$ cat src/rtl/lb_refill_pkg.sv
// Shared types and constants for the line-buffer refill port arbiter.
package lb_refill_pkg;

    localparam int LB_ADDR_W = 12;
    localparam int LB_DATA_W = 256;

    typedef enum logic [1:0] {
        IDLE = 2'd0,
        REQ  = 2'd1,
        ADDR = 2'd2,
        DATA = 2'd3
    } state_t;

    // Counter/index width that never collapses to zero bits.
    function automatic int idx_width(input int n);
        return (n > 1) ? $clog2(n) : 1;
    endfunction

endpackage

$ cat src/rtl/lb_refill_arbiter_rr_arbiter.sv
// Round-robin pick: first set request bit at or above ptr, wrapping.
module rr_arbiter
    import lb_refill_pkg::*;
#(
    parameter  int NUM_REQ = 2,
    localparam int IDX_W   = idx_width(NUM_REQ)
) (
    input  logic [NUM_REQ-1:0] req,
    input  logic [IDX_W-1:0]   ptr,
    output logic [NUM_REQ-1:0] gnt,
    output logic [IDX_W-1:0]   idx,
    output logic               valid
);

    logic [IDX_W-1:0] cand_s;

    // Scan requesters starting at ptr; the first hit wins.
    always_comb begin
        gnt    = '0;
        idx    = '0;
        valid  = 1'b0;
        cand_s = '0;
        for (int i = 0; i < NUM_REQ; i++) begin
            cand_s = IDX_W'((int'(ptr) + i) % NUM_REQ);
            if (!valid && req[cand_s]) begin
                valid       = 1'b1;
                idx         = cand_s;
                gnt[cand_s] = 1'b1;
            end else begin
                valid = valid;
            end
        end
    end

endmodule

$ cat src/rtl/lb_refill_arbiter.sv
// Shares the single LB refill port between NUM_REQ requesters with
// transaction-granular round-robin, a read-data watchdog and a spurious
// read-beat error flag.
module lb_refill_arbiter
    import lb_refill_pkg::*;
#(
    parameter  int NUM_REQ     = 2,
    parameter  int BURST_LEN   = 1,
    parameter  int TIMEOUT_CYC = 1024,
    localparam int IDX_W       = idx_width(NUM_REQ)
) (
    input  logic                                clk,
    input  logic                                rst_n,
    input  logic [NUM_REQ-1:0]                  req_i,
    input  logic [NUM_REQ-1:0]                  we_i,
    output logic [NUM_REQ-1:0]                  gnt_o,
    input  logic [NUM_REQ-1:0][LB_ADDR_W-1:0]   addr_i,
    input  logic [NUM_REQ-1:0]                  addr_valid_i,
    output logic [NUM_REQ-1:0]                  addr_ready_o,
    input  logic [NUM_REQ-1:0]                  wvalid_i,
    input  logic [NUM_REQ-1:0][LB_DATA_W-1:0]   wdata_i,
    output logic [NUM_REQ-1:0]                  rvalid_o,
    output logic [LB_DATA_W-1:0]                rdata_o,
    output logic                                lb_req,
    input  logic                                lb_gnt,
    output logic                                lb_we,
    output logic [LB_ADDR_W-1:0]                lb_addr,
    output logic                                lb_addr_valid,
    input  logic                                lb_addr_ready,
    output logic                                lb_wvalid,
    output logic [LB_DATA_W-1:0]                lb_wdata,
    input  logic                                lb_rvalid,
    input  logic [LB_DATA_W-1:0]                lb_rdata,
    output logic [IDX_W-1:0]                    owner_o,
    output logic                                busy_o,
    output logic                                err_timeout_o,
    output logic                                err_spurious_o
);

    localparam int CNT_W = idx_width(BURST_LEN);
    localparam int WD_W  = idx_width(TIMEOUT_CYC);
    localparam logic [CNT_W-1:0] LAST_BEAT = CNT_W'(BURST_LEN - 1);
    localparam logic [WD_W-1:0]  WD_LAST   = WD_W'(TIMEOUT_CYC - 1);
    localparam logic [IDX_W-1:0] LAST_IDX  = IDX_W'(NUM_REQ - 1);

    state_t           state_r, state_s;
    logic [IDX_W-1:0] owner_r, owner_s;
    logic             we_r, we_s;
    logic [IDX_W-1:0] rr_ptr_r, rr_ptr_s;
    logic [CNT_W-1:0] beat_cnt_r, beat_cnt_s;
    logic [WD_W-1:0]  wdog_r, wdog_s;
    logic             err_timeout_r, err_timeout_s;
    logic             err_spurious_r, err_spurious_s;

    logic [NUM_REQ-1:0] arb_gnt_s;
    logic [IDX_W-1:0]   arb_idx_s;
    logic               arb_valid_s;
    logic               rd_phase_s;
    logic               beat_s;
    logic [IDX_W-1:0]   ptr_adv_s;

    rr_arbiter #(
        .NUM_REQ (NUM_REQ)
    ) u_rr_arbiter (
        .req   (req_i),
        .ptr   (rr_ptr_r),
        .gnt   (arb_gnt_s),
        .idx   (arb_idx_s),
        .valid (arb_valid_s)
    );

    // State and bookkeeping registers; async reset returns to idle at once.
    always_ff @(posedge clk or negedge rst_n) begin
        if (!rst_n) begin
            state_r        <= IDLE;
            owner_r        <= '0;
            we_r           <= 1'b0;
            rr_ptr_r       <= '0;
            beat_cnt_r     <= '0;
            wdog_r         <= '0;
            err_timeout_r  <= 1'b0;
            err_spurious_r <= 1'b0;
        end else begin
            state_r        <= state_s;
            owner_r        <= owner_s;
            we_r           <= we_s;
            rr_ptr_r       <= rr_ptr_s;
            beat_cnt_r     <= beat_cnt_s;
            wdog_r         <= wdog_s;
            err_timeout_r  <= err_timeout_s;
            err_spurious_r <= err_spurious_s;
        end
    end

    // Next-state logic: arbitration, handshakes, beat counting and watchdog.
    always_comb begin
        state_s        = state_r;
        owner_s        = owner_r;
        we_s           = we_r;
        rr_ptr_s       = rr_ptr_r;
        beat_cnt_s     = beat_cnt_r;
        wdog_s         = wdog_r;
        err_timeout_s  = err_timeout_r;
        err_spurious_s = err_spurious_r;

        rd_phase_s = (state_r == DATA) && !we_r;
        beat_s     = (state_r == DATA) && (we_r ? wvalid_i[owner_r] : lb_rvalid);
        ptr_adv_s  = (owner_r == LAST_IDX) ? '0 : owner_r + IDX_W'(1);

        // Read beats are only legal while a read owns the data phase.
        if (lb_rvalid && !rd_phase_s) begin
            err_spurious_s = 1'b1;
        end else begin
            err_spurious_s = err_spurious_r;
        end

        case (state_r)
            IDLE: begin
                if (arb_valid_s) begin
                    state_s = REQ;
                    owner_s = arb_idx_s;
                    we_s    = we_i[arb_idx_s];
                end else begin
                    state_s = IDLE;
                end
            end
            REQ: begin
                if (lb_gnt) begin
                    state_s = ADDR;
                end else begin
                    state_s = REQ;
                end
            end
            ADDR: begin
                if (addr_valid_i[owner_r] && lb_addr_ready) begin
                    state_s    = DATA;
                    beat_cnt_s = '0;
                    wdog_s     = '0;
                end else begin
                    state_s = ADDR;
                end
            end
            DATA: begin
                if (beat_s) begin
                    wdog_s = '0;
                    if (beat_cnt_r == LAST_BEAT) begin
                        state_s    = IDLE;
                        beat_cnt_s = '0;
                        rr_ptr_s   = ptr_adv_s;
                    end else begin
                        beat_cnt_s = beat_cnt_r + CNT_W'(1);
                    end
                end else if (!we_r && (wdog_r == WD_LAST)) begin
                    // Read starved: abandon the transaction and move on.
                    err_timeout_s = 1'b1;
                    state_s       = IDLE;
                    rr_ptr_s      = ptr_adv_s;
                    wdog_s        = '0;
                    beat_cnt_s    = '0;
                end else if (!we_r) begin
                    wdog_s = wdog_r + WD_W'(1);
                end else begin
                    wdog_s = wdog_r;
                end
            end
            default: begin
                state_s = IDLE;
            end
        endcase
    end

    // Output steering: only the owner's lanes are ever connected.
    always_comb begin
        gnt_o         = '0;
        addr_ready_o  = '0;
        rvalid_o      = '0;
        lb_req        = 1'b0;
        lb_we         = 1'b0;
        lb_addr       = '0;
        lb_addr_valid = 1'b0;
        lb_wvalid     = 1'b0;
        lb_wdata      = '0;
        case (state_r)
            IDLE: begin
                lb_req = 1'b0;
            end
            REQ: begin
                lb_req         = 1'b1;
                lb_we          = we_r;
                gnt_o[owner_r] = lb_gnt;
            end
            ADDR: begin
                lb_addr               = addr_i[owner_r];
                lb_addr_valid         = addr_valid_i[owner_r];
                addr_ready_o[owner_r] = lb_addr_ready;
            end
            DATA: begin
                if (we_r) begin
                    lb_wvalid = wvalid_i[owner_r];
                    lb_wdata  = wdata_i[owner_r];
                end else begin
                    rvalid_o[owner_r] = lb_rvalid;
                end
            end
            default: begin
                lb_req = 1'b0;
            end
        endcase
    end

    assign rdata_o        = lb_rdata;
    assign owner_o        = owner_r;
    assign busy_o         = (state_r != IDLE);
    assign err_timeout_o  = err_timeout_r;
    assign err_spurious_o = err_spurious_r;

endmodule

$ cat config.mk
export PLATFORM = sky130hd
export DESIGN_NAME = lb_refill_arbiter
export DESIGN_NICKNAME = d
export VERILOG_FILES = /design/src/rtl/lb_refill_pkg.sv /design/src/rtl/lb_refill_arbiter_rr_arbiter.sv /design/src/rtl/lb_refill_arbiter.sv
export SDC_FILE = /design/constraint.sdc
export NUM_CORES = 1
export LEC_CHECK = 0
export ABC_AREA = 1
export CAP_MARGIN = 15
export CORE_AREA = 2 2 524 526
export DETAILED_ROUTE_END_ITERATION = 7
export DIE_AREA = 0 0 526 528
export PLACE_DENSITY = 0.3
export SLEW_MARGIN = 10
export SYNTH_ARGS = -nofsm -noshare
export SYNTH_HDL_FRONTEND = slang
export SYNTH_HIERARCHICAL = 1
export SYNTH_SLANG_ARGS = --single-unit
$ cat constraint.sdc
create_clock -name clk -period 2.2 [get_ports clk]
set_input_delay 0.55 -clock clk [delete_from_list [all_inputs] [get_ports clk]]
set_output_delay 0.55 -clock clk [all_outputs]
set_load 0.05 [all_outputs]
==> out/qor.yml <==
outcome: "complete, but fails checks"
violations: "negative setup slack"
clkTransAtPathRegs_ps: 60
rrSetupSlack_ps: 80
worstPathCellList: "buf_12 > clkinv_16 > buf_12 > buf_16 > buf_12 > nand2_2 > a21oi_4 > buf_12"
gr-total-overflow: 0
synthToLayoutAreaGrowth_pct: 325.6
ys_warn_count: 6
syn_inst: 1309
drtPass1Iterations: 4
drive_above_1_share_pct: 54.15
cts_made_buffers: 3
grt_pass1_vias: 13050
dieArea_um2: 277700
antenna_left: 0
worstSetupEndpoint: "lb_wdata[11]"
path_buf_inv: 6
required_ps: 1650
path_class: "reg2out"
grt_max_degree: 35
multiInputGateArea_um2: 8504
dieHeight_um: 528
via_count: 13180
worst_pin_slew_ps: 381.3
setup_viol: 274
fillers: 31370
powerDensity_nw_per_um2: 869.0
slew_headroom_pct: 74.31
rsz0062_at_grt: "true"
power.leakage_nw: 9.653
h-tree-depth: 1
min_path_type: "reg2reg"
cts_sinks: 17
critPathCaptureType: "primary output"
drc: 0
reg2reg_to: "wdog_r[0]$_DFFE_PN0P_"
fin_nets: 2853
fin_worst_skew_ps: 2.894
syn-num-nets: 2115
clk_latency_ps: 260
final_hold_viol_count: 0
antenna_found_initial: 211
synth.avg_cell_area_um2: 5.167
fmax_mhz: 399.4
clockRootBuffer: "clkbuf_16"
io-pin-count: 1343
cp_num_cells: 8
rr_startpoint: "owner_o$_DFFE_PN0P_"
cpPeakStageDelay_ps: 520
routed_wl_mm: 182.9
grtUsageTotal_pct: 12.37
crit_slowest_cell: "dfrtp_4"
synth_area_um2: 6764
place_inst: 5483
critical_path_arrival_ps: 1950
finalCriticalPeriod_ps: 2504
design.core.area_um2: 272400
max-vdd-ir-drop_mv: 0.3605
ctsLongestPathBuffers: 2
die_x_um: 526
reg2regPathDepth: 13
cp_common_cell: "buf_12"
grt_pass1_wl_mm: 209.2
drt_iter0_drc: 615
start_kind: "flop"
worstHoldStart: "err_spurious_o$_DFFE_PN0P_"
tritoncts: "yes"
via_per_inst: 2.321
place_congestion: 0.8850
path_delay_family: "buffers and inverters"
cp_max_fo: 8
min_period_over_period_pct: 113.8
stdcell_count: 5678
register_area_um2: 429.2
min_path_cells: 2
wl_per_cell_um: 32.22
fin_hold_ws_ps: 477.9
finalSetupTns_ps: -49950
fin_ws_ps: -303.6
drv_slew: 0
cp-startpoint: "owner_o$_DFFE_PN0P_"
std_cell_rows: 192
start_util_pct: 2.483
port_buffers: 830
cap_violations: 0
place_hpwl_mm: 158.7
==> registers in the layout, summed over array words and instances (netlist names), named ones only <==
signal	cells
wdog_r	10
err_spurious_o	1
err_timeout_o	1
owner_o	1
rr_ptr_r	1
state_r	1
we_r	1
==> tightest hold or removal path, cell delays in order (launching register included) <==
cell and delay (ps):
dfrtp_1 350, inv_1 40, nand2_1 50
==> per-layer routing <==
layer / GRT usage (%) / routed length, um / up-vias
met5: 0 / 1064 / -
met1: 12.80 / 64500 / 5929
met4: 2.798 / 5820 / 160
li1: - / - / 5458
met3: 10.56 / 33730 / 540
met2: 18.81 / 77820 / 1094
==> where the power goes <==
group          leakage [nW]  switching, mW  internal (mW)  total, mW
logic                  9.39           13.5           10.6       24.2
clock network        0.0412          0.144          0.244      0.388
registers             0.220         0.0703          0.380      0.451
==> per-stage QoR <==
stage | setup slack [ps] | power [mW] | instance area [um^2] | utilization [%]
after floorplan | -388.6 | 9.924 | 9634 | -
after global placement | -700.1 | 17.58 | 23450 | 8.606
after detailed placement | -709.0 | 17.55 | 23450 | 8.606
after CTS | -330.3 | 24.11 | 27500 | 10.09
after global routing | -343.6 | 26.19 | 28690 | 10.53
final | -303.6 | 25.01 | 28790 | 10.57
==> worst min path at each step <==
stage                     slack (ps)                         end
after floorplan                  250                   async pin
after global placement           460  err_spurious_o$_DFFE_PN0P_
after detailed placement         470  err_spurious_o$_DFFE_PN0P_
after CTS                        490  err_spurious_o$_DFFE_PN0P_
after global routing             520  err_spurious_o$_DFFE_PN0P_
final                            480  err_spurious_o$_DFFE_PN0P_
==> repair_timing <==
| item | CTS | global route |
|---|---|---|
| resized for setup | 562 | 204 |
| setup endpoints to repair | 287 | 287 |
| setup buffers | 68 | 45 |
| pin swaps | 159 | 105 |
| hold buffers | 0 | 0 |
| cloned | 46 | 20 |
==> cells in the final DEF (no fill, tap or decap), types with 2 or more instances in the layout <==
cell type	n
clkdlybuf4s50_1	547
nand2_1	309
buf_12	280
a21oi_4	261
nand2_4	146
nand2_2	129
buf_6	65
buf_4	65
buf_16	56
buf_8	46
diode_2	43
inv_1	21
clkbuf_16	19
dfrtp_1	16
nor2_1	9
a21oi_2	8
nand3_1	7
nand4_1	7
nand2_8	6
nor2_4	5
xor2_1	5
nor3_4	4
nor2_2	4
inv_2	3
nand3b_1	3
o21bai_1	3
o21ai_0	3
clkinv_16	2
nand3_4	2
o21ai_1	2
==> cell type report <==
type	instances	share of cell area, %
clock buffer	3	0.2608
inverter	27	0.5173
clock inverter	1	0.01739
timing repair inverter	2	0.1608
multi-input combinational	919	29.54
tap	3589	15.60
timing repair buffer	1077	52.03
sequential	17	1.491
antenna	43	0.3738
Power figures use the tool's default switching activity.
